<file path="config.mk">
export PLATFORM = sky130hd
export DESIGN_NAME = lsu_mem_if_flat
export DESIGN_NICKNAME = d
export VERILOG_FILES = /design/src/rtl/lsu_mem_if_if.sv /design/src/rtl/lsu_mem_if.sv /design/src/flat_wrapper.sv
export SDC_FILE = /design/constraint.sdc
export NUM_CORES = 1
export LEC_CHECK = 0
export CAP_MARGIN = 20
export CORE_MARGIN = 2
export CORE_UTILIZATION = 30
export DETAILED_ROUTE_END_ITERATION = 8
export PLACE_DENSITY = 0.59
export SKIP_CTS_REPAIR_TIMING = 1
export SLEW_MARGIN = 30
export SYNTH_ARGS = -nofsm -noshare
export SYNTH_HDL_FRONTEND = slang
export SYNTH_SLANG_ARGS = --single-unit
</file>
<file path="constraint.sdc">
create_clock -name clk -period 2.7 [get_ports clk]
set_clock_uncertainty 0.2 [all_clocks]
set_input_delay 0.81 -clock clk [delete_from_list [all_inputs] [get_ports clk]]
set_output_delay 0.81 -clock clk [all_outputs]
set_load 0.01 [all_outputs]
</file>
<file path="src/rtl/lsu_mem_if_if.sv">
// Execution-unit op handshake plus data-memory grant/rvalid bus, seen from the LSU (master)
// and from the execution unit / memory side (slave).
interface lsu_mem_if_if #(
    parameter int DATA_W = 8,
    parameter int ADDR_W = 8
);
    logic              op_valid_i;
    logic              op_ready_o;
    logic              op_we_i;
    logic [ADDR_W-1:0] op_addr_i;
    logic [DATA_W-1:0] op_wdata_i;
    logic              done_o;
    logic              err_o;
    logic [DATA_W-1:0] rdata_o;
    logic              busy_o;
    logic              data_mem_rd_enb_o;
    logic              data_mem_wr_enb_o;
    logic [ADDR_W-1:0] data_mem_addr_o;
    logic [DATA_W-1:0] data_mem_wr_data_o;
    logic              data_mem_gnt_i;
    logic              data_mem_rvalid_i;
    logic [DATA_W-1:0] data_mem_rd_data_i;

    modport master (
        input  op_valid_i, op_we_i, op_addr_i, op_wdata_i,
        input  data_mem_gnt_i, data_mem_rvalid_i, data_mem_rd_data_i,
        output op_ready_o, done_o, err_o, rdata_o, busy_o,
        output data_mem_rd_enb_o, data_mem_wr_enb_o, data_mem_addr_o, data_mem_wr_data_o
    );

    modport slave (
        output op_valid_i, op_we_i, op_addr_i, op_wdata_i,
        output data_mem_gnt_i, data_mem_rvalid_i, data_mem_rd_data_i,
        input  op_ready_o, done_o, err_o, rdata_o, busy_o,
        input  data_mem_rd_enb_o, data_mem_wr_enb_o, data_mem_addr_o, data_mem_wr_data_o
    );
endinterface

</file>
<file path="src/rtl/lsu_mem_if.sv">
// Load/store unit: one op per valid/ready handshake, variable-latency memory via grant/rvalid.
// done_o at least 2 cycles after accept; op_ready_o low (core stalled) until done, abort on timeout.
module lsu_mem_if #(
    parameter int DATA_W  = 8,
    parameter int ADDR_W  = 8,
    parameter int TIMEOUT = 15
) (
    input logic         clk,
    input logic         rst,
    lsu_mem_if_if.master bus
);
    localparam int TW = (TIMEOUT > 0) ? $clog2(TIMEOUT + 1) : 1;

    typedef enum logic [1:0] {IDLE, REQ, WAIT} state_t;

    state_t            state_q;
    logic              we_q;
    logic [ADDR_W-1:0] addr_q;
    logic [DATA_W-1:0] wdata_q;
    logic [DATA_W-1:0] rdata_q;
    logic              done_q;
    logic              err_q;
    logic [TW-1:0]     timer_q;
    logic [TW-1:0]     timer_d;
    logic              complete;
    logic              expire;

    always_comb begin
        timer_d = (&timer_q) ? timer_q : timer_q + TW'(1);
    end

    // Completion is checked before expiry in the FSM, so a response on the last allowed cycle wins.
    assign expire   = (TIMEOUT != 0) && (timer_d == TW'(TIMEOUT));
    assign complete = ((state_q == REQ) && bus.data_mem_gnt_i && bus.data_mem_rvalid_i) ||
                      ((state_q == WAIT) && bus.data_mem_rvalid_i);

    always_ff @(posedge clk or posedge rst) begin
        if (rst) begin
            state_q <= IDLE;
            we_q    <= 1'b0;
            addr_q  <= '0;
            wdata_q <= '0;
            rdata_q <= '0;
            done_q  <= 1'b0;
            err_q   <= 1'b0;
            timer_q <= '0;
        end else begin
            done_q <= 1'b0;
            err_q  <= 1'b0;
            case (state_q)
                IDLE: begin
                    if (bus.op_valid_i) begin
                        we_q    <= bus.op_we_i;
                        addr_q  <= bus.op_addr_i;
                        wdata_q <= bus.op_wdata_i;
                        timer_q <= '0;
                        state_q <= REQ;
                    end
                end
                REQ, WAIT: begin
                    if (complete) begin
                        done_q  <= 1'b1;
                        state_q <= IDLE;
                        if (!we_q) begin
                            rdata_q <= bus.data_mem_rd_data_i;
                        end
                    end else if (expire) begin
                        done_q  <= 1'b1;
                        err_q   <= 1'b1;
                        state_q <= IDLE;
                    end else begin
                        timer_q <= timer_d;
                        if ((state_q == REQ) && bus.data_mem_gnt_i) begin
                            state_q <= WAIT;
                        end
                    end
                end
                default: state_q <= IDLE;
            endcase
        end
    end

    // Strobes decode straight from state so an async reset drops them immediately.
    assign bus.op_ready_o         = (state_q == IDLE);
    assign bus.busy_o             = (state_q != IDLE);
    assign bus.data_mem_rd_enb_o  = (state_q == REQ) && !we_q;
    assign bus.data_mem_wr_enb_o  = (state_q == REQ) && we_q;
    assign bus.data_mem_addr_o    = addr_q;
    assign bus.data_mem_wr_data_o = wdata_q;
    assign bus.done_o             = done_q;
    assign bus.err_o              = err_q;
    assign bus.rdata_o            = rdata_q;
endmodule

</file>
<file path="src/flat_wrapper.sv">
// flat-port wrapper written by rule: the top's interface ports become plain ports
module lsu_mem_if_flat 
#(
    parameter int DATA_W  = 8,
    parameter int ADDR_W  = 8,
    parameter int TIMEOUT = 15
)
  (clk, rst, bus_op_valid_i, bus_op_we_i, bus_op_addr_i, bus_op_wdata_i, bus_data_mem_gnt_i, bus_data_mem_rvalid_i, bus_data_mem_rd_data_i, bus_op_ready_o, bus_done_o, bus_err_o, bus_rdata_o, bus_busy_o, bus_data_mem_rd_enb_o, bus_data_mem_wr_enb_o, bus_data_mem_addr_o, bus_data_mem_wr_data_o);
  lsu_mem_if_if #(.DATA_W(DATA_W), .ADDR_W(ADDR_W)) bus_i ();
  input logic clk;
  input logic rst;
  input wire logic [$bits(bus_i.op_valid_i)-1:0] bus_op_valid_i;
  input wire logic [$bits(bus_i.op_we_i)-1:0] bus_op_we_i;
  input wire logic [$bits(bus_i.op_addr_i)-1:0] bus_op_addr_i;
  input wire logic [$bits(bus_i.op_wdata_i)-1:0] bus_op_wdata_i;
  input wire logic [$bits(bus_i.data_mem_gnt_i)-1:0] bus_data_mem_gnt_i;
  input wire logic [$bits(bus_i.data_mem_rvalid_i)-1:0] bus_data_mem_rvalid_i;
  input wire logic [$bits(bus_i.data_mem_rd_data_i)-1:0] bus_data_mem_rd_data_i;
  output wire logic [$bits(bus_i.op_ready_o)-1:0] bus_op_ready_o;
  output wire logic [$bits(bus_i.done_o)-1:0] bus_done_o;
  output wire logic [$bits(bus_i.err_o)-1:0] bus_err_o;
  output wire logic [$bits(bus_i.rdata_o)-1:0] bus_rdata_o;
  output wire logic [$bits(bus_i.busy_o)-1:0] bus_busy_o;
  output wire logic [$bits(bus_i.data_mem_rd_enb_o)-1:0] bus_data_mem_rd_enb_o;
  output wire logic [$bits(bus_i.data_mem_wr_enb_o)-1:0] bus_data_mem_wr_enb_o;
  output wire logic [$bits(bus_i.data_mem_addr_o)-1:0] bus_data_mem_addr_o;
  output wire logic [$bits(bus_i.data_mem_wr_data_o)-1:0] bus_data_mem_wr_data_o;
  assign bus_i.op_valid_i = bus_op_valid_i;
  assign bus_i.op_we_i = bus_op_we_i;
  assign bus_i.op_addr_i = bus_op_addr_i;
  assign bus_i.op_wdata_i = bus_op_wdata_i;
  assign bus_i.data_mem_gnt_i = bus_data_mem_gnt_i;
  assign bus_i.data_mem_rvalid_i = bus_data_mem_rvalid_i;
  assign bus_i.data_mem_rd_data_i = bus_data_mem_rd_data_i;
  assign bus_op_ready_o = bus_i.op_ready_o;
  assign bus_done_o = bus_i.done_o;
  assign bus_err_o = bus_i.err_o;
  assign bus_rdata_o = bus_i.rdata_o;
  assign bus_busy_o = bus_i.busy_o;
  assign bus_data_mem_rd_enb_o = bus_i.data_mem_rd_enb_o;
  assign bus_data_mem_wr_enb_o = bus_i.data_mem_wr_enb_o;
  assign bus_data_mem_addr_o = bus_i.data_mem_addr_o;
  assign bus_data_mem_wr_data_o = bus_i.data_mem_wr_data_o;
  lsu_mem_if #(.DATA_W(DATA_W), .ADDR_W(ADDR_W), .TIMEOUT(TIMEOUT)) u_core (.clk(clk), .rst(rst), .bus(bus_i));
endmodule
</file>
==> results.py <==
metrics = {
    "floorplanning": {
        "die_h_um": 74.1,
        "fp.dieW_um": 74.1,
        "placementRows": 25,
        "io_pins": 60,
        "dieArea_mm2": 0.00549,
        "start_util_pct": 31.2,
        "core_area_mm2": 0.00472,
    },
    "sta": {
        "drv_slew": 0,
        "fmax_mhz": 385,
        "fin_ws_ns": 0.104,
        "setup-violations-final": 0,
        "hold_violations": 0,
        "worst_pin_slew_ns": 0.349,
        "slew_headroom_pct": 76.5,
        "fin_crit_sh_pct": 96.1,
        "period_needed_ns": 2.60,
        "rsz0062_at_grt": "false",
        "hold_ws_ns": 0.303,
    },
    "min_path": {
        "hold_path_end": "u_core.bus.data_mem_addr_o[1]",
        "hold_path.startpoint": "u_core.bus.data_mem_addr_o[1]",
        "hold_depth": 1,
        "min_path_type": "reg2reg",
    },
    "clock_tree": {
        "insertion_delay_ns": 0.27,
        "clockRootBuffer": "clkbuf_8",
        "cts_tree": "yes",
        "clkSinkCount": 33,
        "cts_buffer_depth": 2,
        "cts_buffers": 5,
        "htreeDepth": 2,
        "path_clk_slew_ns": 0.06,
    },
    "grt": {
        "track_usage_pct": 12.7,
        "grt_pass1_vias": 1157,
        "grt_pass1_wl_um": 5190,
        "overflow": 0,
        "grt_max_degree": 28,
        "antenna_found_initial": 0,
    },
    "routing": {
        "vias_per_cell": 4.50,
        "via_count": 1115,
        "dr.pass1.iters": 4,
        "drtAntennaViolNets": 0,
        "drcViolationCount": 0,
        "wire_per_inst_um": 13.0,
        "detail_route.wirelength_um": 3230,
        "drt_iter0_markers": 49,
        "top_layer": "met4",
        "wl_met1_um": 1310,
        "route.met2.wl_um": 1580,
        "dr_wl_met3_um": 311,
    },
    "final_layout": {
        "drive_above_1_share_pct": 22.7,
        "nFillCells": 433,
        "area_growth_pct": 55.0,
        "n_antenna_cell": 0,
        "multi_input_area_um2": 626,
        "layout.area.seq_um2": 826,
        "fin_nets": 215,
    },
    "setup_path": {
        "required_ns": 1.69,
        "cp-end-kind": "primary output",
        "r2r_cells": 5,
        "ff2ff_setup_slack_ns": 0.60,
        "r2r-start": "u_core.state_q[0]",
        "cp_max_fo": 4,
        "rr_endpoint": "u_core.timer_q[2]",
        "worst-setup-path-type": "reg2out",
        "cp-start-kind": "register",
        "arrival_ns": 1.59,
    },
    "run": {
        "maxCapViolCount": 0,
    },
    "synth": {
        "synth.area.top_cells": "dfrtp_1, mux2_2, ha_1",
        "synth_seq_cells": 33,
        "synth_cells": 112,
        "synth_cell_type_count": 32,
        "syn_area_mm2": 0.00148,
        "synth_top_area_share_pct": 56.0,
        "synth_nets": 147,
        "syn_avg_cell_area_um2": 13.2,
        "ys_warn_count": 0,
        "yosysTopAreaCell": "dfrtp_1",
        "synth-seq-area-share_pct": 56.0,
    },
    "placement": {
        "io_buffers": 59,
        "post-dp-hpwl_um": 2480,
        "place_ws_ns": 0.127,
        "place.gp.congestion": 0.855,
    },
    "pwr": {
        "p_leak_nw": 0.996,
        "powerDensity_mw_per_mm2": 1060,
        "internal-power_w": 0.00164,
        "seqPwrFrac_pct": 34.9,
        "p_sw_share_pct": 32.3,
        "switching_power_w": 0.000784,
        "p_comb_share_pct": 50.9,
        "p_clk_share_pct": 14.2,
        "ir_worst_vdd_uv": 411,
    },
    "status": {
        "status": "complete, no violations",
    },
}
[placed cells by master (no fill, tap or decap), drive strengths merged, types with 2 or more instances in the layout]
cell	Yosys	layout
mux2i	3	3
mux2	25	25
o21ai	3	3
o22ai	2	2
inv	6	6
nand2	9	9
ha	5	5
nor2b	3	3
clkdlybuf4s50	0	56
buf	1	5
nand3b	2	2
clkbuf	2	8
dfrtp	33	33
dlymetal6s2s	0	3
[cell families after synthesis]
group                      count (synthesis)  share of synthesized area, %
and+or+nand+nor                           24                          9.33
xor gates and xnor gates                   1                         0.594
DFF                                       33                          56.0
adders and majority gates                  5                          4.24
muxes                                     28                          21.1
AOI/OAI and AO/OA                         12                          6.28
buffers and inverters                      9                          2.46
[worst max-delay path by stage]
stage / startpoint / to / slack [ns] / depth (start not counted)
global route: u_core.state_q[0] / bus_op_ready_o / 0.007 / 3
finish: u_core.state_q[1] / bus_op_ready_o / 0.10 / 3
detailed placement: bus_data_mem_gnt_i / u_core.bus.rdata_o[0] / 0.13 / 6
global placement: bus_op_valid_i / u_core.timer_q[0] / 0.17 / 5
floorplan: bus_data_mem_gnt_i / u_core.bus.rdata_o[0] / 0.67 / 5
CTS: u_core.state_q[1] / bus_data_mem_rd_enb_o / -0.05 / 4
[power groups by stage]
stage / combinational, W / clock (W) / sequential [W]
finish: 0.00124 / 0.000344 / 0.000846
global route: 0.00133 / 0.000387 / 0.000877
CTS: 0.00124 / 0.000362 / 0.000847
detailed placement: 0.00123 / 0 / 0.000852
global placement: 0.00121 / 0 / 0.000839
floorplan: 0.000544 / 0 / 0.000925
[registers in the layout, summed over array words and instances (netlist names)]
| name | cells |
|---|---|
| u_core.bus.data_mem_addr_o | 8 |
| u_core.bus.data_mem_wr_data_o | 8 |
| u_core.bus.done_o | 1 |
| u_core.bus.err_o | 1 |
| u_core.bus.rdata_o | 8 |
| u_core.state_q | 2 |
| u_core.timer_q | 4 |
| u_core.we_q | 1 |
[routing by layer]
layer / track usage (%) / vias to the layer above
li1: - / 529
met1: 15.3 / 536
met2: 19.3 / 46
met3: 6.91 / 4
met4: 4.85 / 0
met5: 0 / -
[synth_stat cells]
cell      number
or4_4          1
nand2_1        9
clkbuf_1       1
o22ai_2        1
o21a_1         1
xnor2_1        1
nor3_1         1
nand3b_1       2
o22ai_1        1
and2_1         1
and3b_2        1
buf_2          1
inv_1          6
a32o_1         1
a41o_2         1
nor4_1         1
or3_1          1
mux2_2        25
or2_1          1
a21boi_0       1
clkbuf_2       1
and3_2         1
ha_1           5
mux2i_1        3
dfrtp_1       33
a21oi_1        1
o311a_1        1
nand2b_1       1
nor2b_1        3
nand3_1        1
o211ai_1       1
o21ai_0        3
[through the flow]
stage	util, %	std cells	TNS [ns]	area [um2]	total power (W)
6_report	48.4	248	0	2290	0.00243
5_1_grt	48.4	248	0	2290	0.00260
4_1_cts	47.8	247	-0.0953	2260	0.00245
3_5_place_dp	46.1	239	0	2180	0.00208
3_3_place_gp	46.1	239	0	2180	0.00204
2_1_floorplan	-	112	0	1480	0.00147
[final cells by class]
class,count,share of cell area [%]
clock buffer,8,3.50
inverter,6,0.985
timing repair buffer,64,28.4
multi-input combinational,70,27.4
sequential,33,36.1
tap,67,3.67
[critical path, cell delays in order, from the launching register on]
cell,delay (ns)
dfrtp_1,0.41
inv_1,0.13
ha_1,0.23
clkdlybuf4s50_1,0.55
No activity file was read; power rests on OpenSTA's default activity.
